[config.mk]
export PLATFORM = sky130hd
export DESIGN_NAME = axi_lite_regbus_bridge
export DESIGN_NICKNAME = d
export VERILOG_FILES = /design/src/rtl/axi_lite_pkg.sv /design/src/rtl/axi_lite_hold_slot.sv /design/src/rtl/axi_lite_regbus_bridge.sv
export SDC_FILE = /design/constraint.sdc
export NUM_CORES = 1
export LEC_CHECK = 0
export BUFFER_PORTS_ARGS = -buffer_cell sky130_fd_sc_hd__buf_4
export CAP_MARGIN = 0
export CORE_UTILIZATION = 49
export DETAILED_ROUTE_END_ITERATION = 7
export GPL_TIMING_DRIVEN = 0
export PLACE_DENSITY = 0.74
export SLEW_MARGIN = 20
export SYNTH_ARGS = -nofsm -noshare
export SYNTH_HDL_FRONTEND = slang
export SYNTH_HIERARCHICAL = 1
export SYNTH_SLANG_ARGS = --single-unit
[constraint.sdc]
create_clock -name clk -period 3.4 [get_ports clk]
set_input_delay 0.68 -clock clk [delete_from_list [all_inputs] [get_ports clk]]
set_output_delay 0.68 -clock clk [all_outputs]
set_load 0.02 [all_outputs]
[src/rtl/axi_lite_pkg.sv]
// Shared definitions for the AXI4-Lite to register-bus bridge.
package axi_lite_pkg;

    localparam logic [1:0]  RESP_OKAY        = 2'b00;
    localparam logic [1:0]  RESP_SLVERR      = 2'b10;
    localparam logic [31:0] ERR_DATA_DEFAULT = 32'hDEAD_BEEF;

    typedef enum logic [2:0] {
        ST_IDLE,
        ST_WR_REQ,
        ST_WR_RESP,
        ST_RD_REQ,
        ST_RD_RESP
    } bridge_state_t;

    // An address is rejected when it falls outside the window or is not word aligned.
    function automatic logic addr_is_bad(input logic [31:0] addr, input logic [31:0] span);
        return (addr >= span) || (addr[1:0] != 2'b00);
    endfunction

endpackage

[src/rtl/axi_lite_hold_slot.sv]
// One-entry holding register for an AXI channel: accepts on valid/ready,
// presents full/data downstream, and empties on consume.
module axi_lite_hold_slot #(
    parameter int W = 32
) (
    input  logic         clk,
    input  logic         rst,
    input  logic         in_valid,
    output logic         in_ready,
    input  logic [W-1:0] in_data,
    output logic         full,
    output logic [W-1:0] data,
    input  logic         consume
);

    logic take;

    assign take = in_valid && in_ready;

    // Occupancy and registered ready; ready is low through reset and while holding a beat.
    always_ff @(posedge clk) begin
        // NOTE: non-blocking assignments keep every register reading the pre-edge values.
        if (rst) begin
            full     <= 1'b0;
            in_ready <= 1'b0;
        end else if (take) begin
            full     <= 1'b1;
            in_ready <= 1'b0;
        end else if (consume) begin
            full     <= 1'b0;
            in_ready <= 1'b1;
        end else begin
            in_ready <= !full;
        end
    end

    // Payload capture on handshake.
    always_ff @(posedge clk) begin
        // NOTE: payload has no reset; it is only ever looked at while full is set.
        if (take) begin
            data <= in_data;
        end
    end

endmodule

[src/rtl/axi_lite_regbus_bridge.sv]
// AXI4-Lite responder that turns each transaction into one req/ack beat on a
// simple register bus, with decode, alignment and timeout errors as SLVERR.
module axi_lite_regbus_bridge
    import axi_lite_pkg::*;
#(
    parameter logic [31:0] REG_SPAN = 32'h10,
    parameter int          TIMEOUT  = 16,
    parameter logic [31:0] ERR_DATA = ERR_DATA_DEFAULT
) (
    input  logic        clk,
    input  logic        rst,
    input  logic [31:0] awaddr,
    input  logic        awvalid,
    output logic        awready,
    input  logic [31:0] wdata,
    input  logic [3:0]  wstrb,
    input  logic        wvalid,
    output logic        wready,
    output logic [1:0]  bresp,
    output logic        bvalid,
    input  logic        bready,
    input  logic [31:0] araddr,
    input  logic        arvalid,
    output logic        arready,
    output logic [31:0] rdata,
    output logic [1:0]  rresp,
    output logic        rvalid,
    input  logic        rready,
    output logic        reg_req,
    output logic        reg_we,
    output logic [31:0] reg_addr,
    output logic [31:0] reg_wdata,
    output logic [3:0]  reg_wstrb,
    input  logic        reg_ack,
    input  logic [31:0] reg_rdata,
    input  logic        reg_err
);

    localparam int CW = $clog2(TIMEOUT) + 1;

    bridge_state_t   state;
    logic            last_grant_wr;
    logic [CW-1:0]   cnt;

    logic            aw_full, w_full, ar_full;
    logic [31:0]     aw_addr, ar_addr;
    logic [35:0]     w_word;

    logic            contention, grant_wr, grant_rd, grant_bad, timeout_hit;
    logic            wr_consume, rd_consume;

    axi_lite_hold_slot #(.W(32)) u_aw_slot (
        .clk(clk), .rst(rst), .in_valid(awvalid), .in_ready(awready), .in_data(awaddr),
        .full(aw_full), .data(aw_addr), .consume(wr_consume)
    );

    axi_lite_hold_slot #(.W(36)) u_w_slot (
        .clk(clk), .rst(rst), .in_valid(wvalid), .in_ready(wready), .in_data({wstrb, wdata}),
        .full(w_full), .data(w_word), .consume(wr_consume)
    );

    axi_lite_hold_slot #(.W(32)) u_ar_slot (
        .clk(clk), .rst(rst), .in_valid(arvalid), .in_ready(arready), .in_data(araddr),
        .full(ar_full), .data(ar_addr), .consume(rd_consume)
    );

    // A write needs both address and data; on contention the side not served last time wins.
    assign contention  = aw_full && w_full && ar_full;
    assign grant_wr    = aw_full && w_full && (!ar_full || !last_grant_wr);
    assign grant_rd    = ar_full && !grant_wr;
    assign grant_bad   = addr_is_bad(grant_wr ? aw_addr : ar_addr, REG_SPAN);
    assign timeout_hit = (cnt == CW'(TIMEOUT - 1));

    // Slots are released when an erroring grant skips the bus or when the bus beat ends.
    assign wr_consume = ((state == ST_IDLE) && grant_wr && grant_bad) ||
                        ((state == ST_WR_REQ) && (reg_ack || timeout_hit));
    assign rd_consume = ((state == ST_IDLE) && grant_rd && grant_bad) ||
                        ((state == ST_RD_REQ) && (reg_ack || timeout_hit));

    // Bridge FSM with all bus-facing outputs registered.
    always_ff @(posedge clk) begin
        if (rst) begin
            state         <= ST_IDLE;
            last_grant_wr <= 1'b1;
            cnt           <= '0;
            bvalid        <= 1'b0;
            bresp         <= RESP_OKAY;
            rvalid        <= 1'b0;
            rresp         <= RESP_OKAY;
            rdata         <= '0;
            reg_req       <= 1'b0;
            reg_we        <= 1'b0;
            reg_addr      <= '0;
            reg_wdata     <= '0;
            reg_wstrb     <= '0;
        end else begin
            case (state)
                ST_IDLE: begin
                    cnt <= '0;
                    if (grant_wr) begin
                        if (contention) last_grant_wr <= 1'b1;
                        if (grant_bad) begin
                            state  <= ST_WR_RESP;
                            bvalid <= 1'b1;
                            bresp  <= RESP_SLVERR;
                        end else begin
                            state     <= ST_WR_REQ;
                            reg_req   <= 1'b1;
                            reg_we    <= 1'b1;
                            reg_addr  <= aw_addr;
                            reg_wdata <= w_word[31:0];
                            reg_wstrb <= w_word[35:32];
                        end
                    end else if (grant_rd) begin
                        if (contention) last_grant_wr <= 1'b0;
                        if (grant_bad) begin
                            state  <= ST_RD_RESP;
                            rvalid <= 1'b1;
                            rresp  <= RESP_SLVERR;
                            rdata  <= ERR_DATA;
                        end else begin
                            state     <= ST_RD_REQ;
                            reg_req   <= 1'b1;
                            reg_we    <= 1'b0;
                            reg_addr  <= ar_addr;
                            reg_wstrb <= '0;
                        end
                    end
                end
                ST_WR_REQ: begin
                    if (reg_ack) begin
                        state   <= ST_WR_RESP;
                        reg_req <= 1'b0;
                        bvalid  <= 1'b1;
                        bresp   <= reg_err ? RESP_SLVERR : RESP_OKAY;
                    end else if (timeout_hit) begin
                        state   <= ST_WR_RESP;
                        reg_req <= 1'b0;
                        bvalid  <= 1'b1;
                        bresp   <= RESP_SLVERR;
                    end else begin
                        cnt <= cnt + CW'(1);
                    end
                end
                ST_RD_REQ: begin
                    if (reg_ack) begin
                        state   <= ST_RD_RESP;
                        reg_req <= 1'b0;
                        rvalid  <= 1'b1;
                        rresp   <= reg_err ? RESP_SLVERR : RESP_OKAY;
                        rdata   <= reg_err ? ERR_DATA : reg_rdata;
                    end else if (timeout_hit) begin
                        state   <= ST_RD_RESP;
                        reg_req <= 1'b0;
                        rvalid  <= 1'b1;
                        rresp   <= RESP_SLVERR;
                        rdata   <= ERR_DATA;
                    end else begin
                        cnt <= cnt + CW'(1);
                    end
                end
                ST_WR_RESP: begin
                    if (bready) begin
                        state  <= ST_IDLE;
                        bvalid <= 1'b0;
                    end
                end
                ST_RD_RESP: begin
                    if (rready) begin
                        state  <= ST_IDLE;
                        rvalid <= 1'b0;
                    end
                end
                default: state <= ST_IDLE;
            endcase
        end
    end

endmodule

# Yosys cells after proc, flatten, opt, wreduce, memory -nomap -nowiden
# Cells that the tools add are included.
word_totals:
  regBits: 223
  memories: 0
  input_bits: 141
  romBits: 0
  latchBits: 0
  out_inout_bits: 111
  wordCells: 163
  ram_bits: 0
classes:
  muxes: 71
  n_eq_ne: 19
  magnitude_cmp: 1
  n_mul: 0
  n_reduce_logical: 48
  n_div: 0
  shifts: 0
  n_addsub: 1
  bitwise: 1
op_table:
  columns: ["op", "count"]
  rows:
  - ["$mux W32", 11]
  - ["$pmux W32 S2", 1]
  - ["$ge A32 B5 Y1 const B", 1]
  - ["$mux W1", 29]
  - ["$mux W3", 9]
  - ["$ne A2 B2 Y1 const B", 10]
  - ["$mux W2", 8]
  - ["$mux W4", 4]
  - ["$reduce_bool A2 Y1", 8]
  - ["$pmux W3 S5", 1]
  - ["$reduce_and A5 Y1", 3]
  - ["$logic_and A1 B1 Y1", 13]
  - ["$reduce_and A3 Y1", 4]
  - ["$mux W5", 2]
  - ["$pmux W5 S2", 1]
  - ["$ne A3 B3 Y1 const B", 3]
  - ["$pmux W2 S2", 2]
  - ["$reduce_and A4 Y1", 2]
  - ["$reduce_or A2 Y1", 4]
  - ["$eq A3 B2 Y1 const B", 2]
  - ["$pmux W1 S3", 2]
  - ["$reduce_and A6 Y1", 1]
  - ["$reduce_bool A3 Y1", 2]
  - ["$add A5 B1 Y5 const B", 1]
  - ["9 further kinds", 17]

# Logic depth before layout (Yosys ltp)
logic_depth:
  depth_word: 10
  ltp_mapped: 11
  ltp_nobuf: 11

# Modules after synthesis
# The synthesis kept the hierarchy.
modules_own_cells:
  columns: ["module", "seq_area_each_um2", "area_each_um2", "instances", "cells_per_inst"]
  rows:
  - ["axi_lite_regbus_bridge", 2302.2, 4465.5, 1, 504]
  - ["axi_lite_hold_slot at u_ar_slot ...", 1001.0, 1042.2, 2, 39]
  - ["axi_lite_hold_slot at u_w_slot", 1121.1, 1162.4, 1, 43]

# Worst setup path after synthesis
# OpenSTA, ideal clock, no wires.
synth_timing:
  path_type: "register to register"
  start: "reg u_ar_slot.data[14]"
  end: "reg reg_wdata[24]"
  t_arrival_ps: 2464
  stages_incl_launch_ff: 11
  period_less_slack_ps: 2534
  required_ps: 3329
  path_slack_ps: 866
  path_cell_list: "edfxtp_1 > or4_1 > a2111o_1 > o31a_2 > nor3_4 > ha_1 > and2_0 > clkbuf_1 > buf_2 > nand2_1 > a21oi_1"
synth_via:
  elab_chain_len: 5
synth_rtl:
  columns: ["item", "line_no", "source"]
  rows:
  - ["from (decl)", "axi_lite_hold_slot.sv:12", "output logic [W-1:0] data,"]
  - ["from (signal assigned)", "axi_lite_hold_slot.sv:41", "data <= in_data;"]
  - ["$mux W32", "axi_lite_regbus_bridge.sv:71", "assign grant_bad = addr_is_bad(grant_wr ? aw_addr : ar_addr, REG_SPAN);"]
  - ["$ge A32 B5 Y1", "axi_lite_pkg.sv:18", "return (addr >= span) || (addr[1:0] != 2'b00);"]
  - ["$logic_or A1 B1 Y1", "axi_lite_pkg.sv:18", null]
  - ["$not A1 Y1 (no line)", null, null]
  - ["$reduce_and A3 Y1 (no line)", null, null]
  - ["to (signal assigned)", "axi_lite_regbus_bridge.sv:111", "reg_wdata <= w_word[31:0];"]
  - ["to (decl)", "axi_lite_regbus_bridge.sv:32", "output logic [31:0] reg_wdata,"]
# Every way passes these cells.
# A chain may end at the register's enable or synchronous reset.

# Worst setup path after layout
layout_timing:
  start: "reg u_ar_slot.data[14]"
  end: "reg reg_wdata[20]"
# The elaborated chain is that of the path after synthesis.

==> key figures <==
Layout
  • Share of layout cells above drive strength 1: 34.9%
  • Filler cell count: between 1k and 1.5k
  • NumNets Final: 1,045
  • Antenna cell count: 0
  • Post-route insts no fill: roughly 1.1k
  • P&R area growth vs syn: 38.3%

Clocking
  • Clk_lat worst skew: ~0.51 ns
  • TritonCTS clock tree: built
  • Clk pin slew, worst setup/hold paths: 0.06 ns
  • # Post-CTS Setup Buffers: 0
  • CTS resizes: 0
  • CTS sink count: 221
  • Cell at the root of the clock tree: sky130_fd_sc_hd__clkbuf_16
  • H-tree depth: 1
  • Count of hold-fix buffers inserted at cts: 0
  • Clock Tree Buf Depth: 3
  • Number of CTS-inserted buffers: 23

Synthesis
  • Most instantiated library cell after synthesis: sky130_fd_sc_hd__dfxtp_1
  • Cell variety after synth: 57
  • Area contributors post-synth: sky130_fd_sc_hd__edfxtp_1, sky130_fd_sc_hd__dfxtp_1, sky130_fd_sc_hd__a211oi_1
  • Total of flip-flops plus latches after synthesis: between 200 and 250
  • Post-synthesis cell type with the largest combined area: sky130_fd_sc_hd__edfxtp_1
  • Part of the Yosys area used for sequential elements: around 70%
  • Async set-or-reset flop fraction in the synthesized netlist: 0%
  • Number of enable flip-flop cells after synthesis: 100
  • Synth Warn #: 6
  • Fraction of post-synthesis cell area in the top cell type by area: about two fifths
  • Combined area of all synthesized cells: ~7700 µm²
  • Primary flip-flop cell chosen by synthesis mapping: sky130_fd_sc_hd__dfxtp_1
  • Synthesized netlist cell count: approximately 630
  • Synth Area per Inst: roughly 12 µm²
  • Most numerous cell types in the synthesized netlist: sky130_fd_sc_hd__dfxtp_1, sky130_fd_sc_hd__edfxtp_1, sky130_fd_sc_hd__nand2_1

Setup path
  • Critical Path Source Type: register
  • Launch point of the worst path: u_ar_slot/data[14]$_DFFE_PP_
  • Maximum fanout encountered on the critical timing path: 10
  • Cell Chain, Critical Path: or4_1, a2111o_1, o31a_2, nor3_4, ha_1, and2_0, clkbuf_1, buf_2, nand2_1, a21oi_1
  • Number of logic stages on the critical path including buffering: 10
  • CP Buf/Inv Count: 2
  • Required time at the worst-slack endpoint: 3.83 ns
  • Startpoint-to-endpoint class of the critical path: reg -> reg
  • Critical path endpoint category: register
  • FF-to-FF Start: u_ar_slot/data[14]$_DFFE_PP_
  • CP delay by family, top: simple AND/OR/NAND/NOR gates
  • Crit path largest cell delay: around 0.52 ns
  • Number of cell instances on the worst register-to-register path: 10
  • Highest-delay cell along the critical path: sky130_fd_sc_hd__or4_1
  • Data arrival time at the worst-slack endpoint: ~3.4 ns

Routing
  • Routed wirelength normalized by instance count: roughly 16 µm
  • Number of DRC markers after the initial detailed-route iteration: ~230
  • Per-cell via count in the routed design: between 5 and 6
  • Routed wire length: between 15 and 20 mm
  • Number of vias after detailed routing: 5,652
  • Pre-Repair DR Iteration Count: 5
  • ANT nets after route: 0
  • DRC viols: 0

STA
  • Worst Tran Pin Value: about 0.84 ns
  • Final critical path time including I/O delays and setup: 2.96 ns
  • Worst-case setup margin in the final layout: 0.441 ns
  • Worst relative slew slack: approximately 44%
  • Sum of negative setup slack: 0 ns
  • Worst setup skew after layout: 0.0104 ns
  • Post-route worst hold slack: ~0.34 ns
  • Share of the clock period used by the worst path: between 80 and 90%
  • Setup violations, final: 0
  • Maximum clock frequency: around 340 MHz
  • Count of pins over their slew limit: 0
  • Count of final hold-check violations: 0
  • Setup repair after global routing missed its margin: false

Power
  • Leakage component of the power: approximately 0.0043 µW
  • PD cells: roughly 560 nW/µm²
  • PnR Total Power: about 5900 µW
  • Maximum VDD drop: roughly 0.40 mV

Placed design
  • Placed wire-length estimate: ~13 mm
  • Port buffer count: around 250
  • Number of placed instances with taps included: between 1k and 1.5k
  • Placer's final routability congestion estimate: approximately 0.84
  • Dpl ws: roughly 0.44 ns

Die
  • DIE AREA: between 15,000 and 20,000 µm²
  • I/O Pins: roughly 250
  • Die extent in x: 127 µm
  • Standard-cell row count: 45
  • Initial Utilization: about half
  • Die H: ~130 µm
  • Core area: roughly 15,000 µm²

Global routing
  • Antenna violations before repair: 0
  • All-layer global routing usage: a little over a fifth
  • Number of global-route vias before repair: approximately 5.7k
  • Total grt overflow: 0
  • Wire length of the first global-routing pass: 27.8 mm
  • Maximum number of pins on one net before global-route repair: 38

Hold path
  • Worst hold path cell count: 1
  • Worst min-delay path startpoint: wdata[12]
  • Hold Path Class: in -> reg

Flow run
  • Number of max-capacitance violations reported: 0

Run status
  • Run status: completed
[layout make-up]
class / instances / area [µm²] / area share (%)
Inverter: 35 / 131 / 1.23
Clock buffer: 24 / 579 / 5.43
Sequential cell: 221 / 5430 / 50.9
Buffer: 32 / 144 / 1.35
Timing Repair Buffer: 249 / 1870 / 17.5
Clock inverter: 18 / 234 / 2.19
Multi-Input combinational cell: 338 / 2020 / 18.9
Tap cell: 211 / 264 / 2.47
[sequential cells by signal (all words and copies together) (netlist names), 3 cells and up]
signal,flops
u_aw_slot/data,32
u_w_slot/data,36
reg_wdata,32
state,3
cnt,5
rdata,32
reg_wstrb,4
reg_addr,32
u_ar_slot/data,32
[per-stage QoR]
stage	instance area [µm²]	util (%)
after floorplan	7720	-
after global placement	9850	64.6
after detailed placement	9850	64.6
after CTS	10700	69.9
after global routing	10700	69.9
final	10700	69.9
[cells by family after synthesis]
kind of cell               synth area share [%]
DFF                                        70.3
and+or+nand+nor                            13.3
adders and majority gates                 0.649
muxes                                     0.941
AOI/OAI and AO/OA                          10.8
other                                    0.0486
xor gates and xnor gates                  0.341
buffers and inverters                      3.57
[worst register-to-register path: stages (launching register included)]
cell	delay, ns
sky130_fd_sc_hd__edfxtp_1	0.34
sky130_fd_sc_hd__or4_1	0.52
sky130_fd_sc_hd__a2111o_1	0.46
sky130_fd_sc_hd__o31a_2	0.18
sky130_fd_sc_hd__nor3_4	0.34
sky130_fd_sc_hd__ha_1	0.26
sky130_fd_sc_hd__and2_0	0.13
sky130_fd_sc_hd__clkbuf_1	0.18
sky130_fd_sc_hd__buf_2	0.25
sky130_fd_sc_hd__nand2_1	0.09
sky130_fd_sc_hd__a21oi_1	0.15
[layout by cell type, fill, tap and decap left out, types with 3 or more instances in the layout]
cell type,instances
sky130_fd_sc_hd__edfxtp_1,100
sky130_fd_sc_hd__clkinv_1,3
sky130_fd_sc_hd__xor2_1,3
sky130_fd_sc_hd__inv_1,30
sky130_fd_sc_hd__a21oi_1,51
sky130_fd_sc_hd__ha_1,4
sky130_fd_sc_hd__nor2_1,39
sky130_fd_sc_hd__clkinvlp_4,3
sky130_fd_sc_hd__nand2b_4,3
sky130_fd_sc_hd__nor3b_2,3
sky130_fd_sc_hd__inv_2,5
sky130_fd_sc_hd__clkbuf_16,23
sky130_fd_sc_hd__nand2_1,76
sky130_fd_sc_hd__clkbuf_1,24
sky130_fd_sc_hd__nand3_1,7
sky130_fd_sc_hd__nor4_1,10
sky130_fd_sc_hd__nand4_1,3
sky130_fd_sc_hd__and2_1,31
sky130_fd_sc_hd__buf_2,4
sky130_fd_sc_hd__a22o_1,4
sky130_fd_sc_hd__dfxtp_1,121
sky130_fd_sc_hd__a211oi_1,41
sky130_fd_sc_hd__or4_1,4
sky130_fd_sc_hd__bufinv_16,5
sky130_fd_sc_hd__nand2b_1,3
sky130_fd_sc_hd__nand2_2,3
sky130_fd_sc_hd__buf_4,254
sky130_fd_sc_hd__mux2i_1,5
sky130_fd_sc_hd__o21ai_0,4
sky130_fd_sc_hd__nor3_1,6
[routing by layer]
layer  wire length (µm)  global-route usage, %  up-vias
li1                   -                      -     2776
met1               7050                   26.2     2613
met2               8740                   37.4      233
met3               1470                   6.07       30
met4                376                   6.72        0
met5                  0                      0        -
[path summary, 6_finish.rpt]
path,to,slack (ns)
worst max-delay path,reg_wdata[20]$_SDFFE_PP0P_,0.44
worst min-delay path,u_w_slot/data[12]$_DFFE_PP_,0.34
worst max register to register,reg_wdata[20]$_SDFFE_PP0P_,0.44
worst min register to register,reg_wstrb[1]$_SDFFE_PP0P_,0.45
[power breakdown]
group | internal (µW) | total [µW] | switching [µW]
Clock | 1630 | 2650 | 1020
Combinational | 188 | 375 | 188
Sequential | 2880 | 2920 | 36.3
Note: power is estimated with default switching activity, not from simulation.
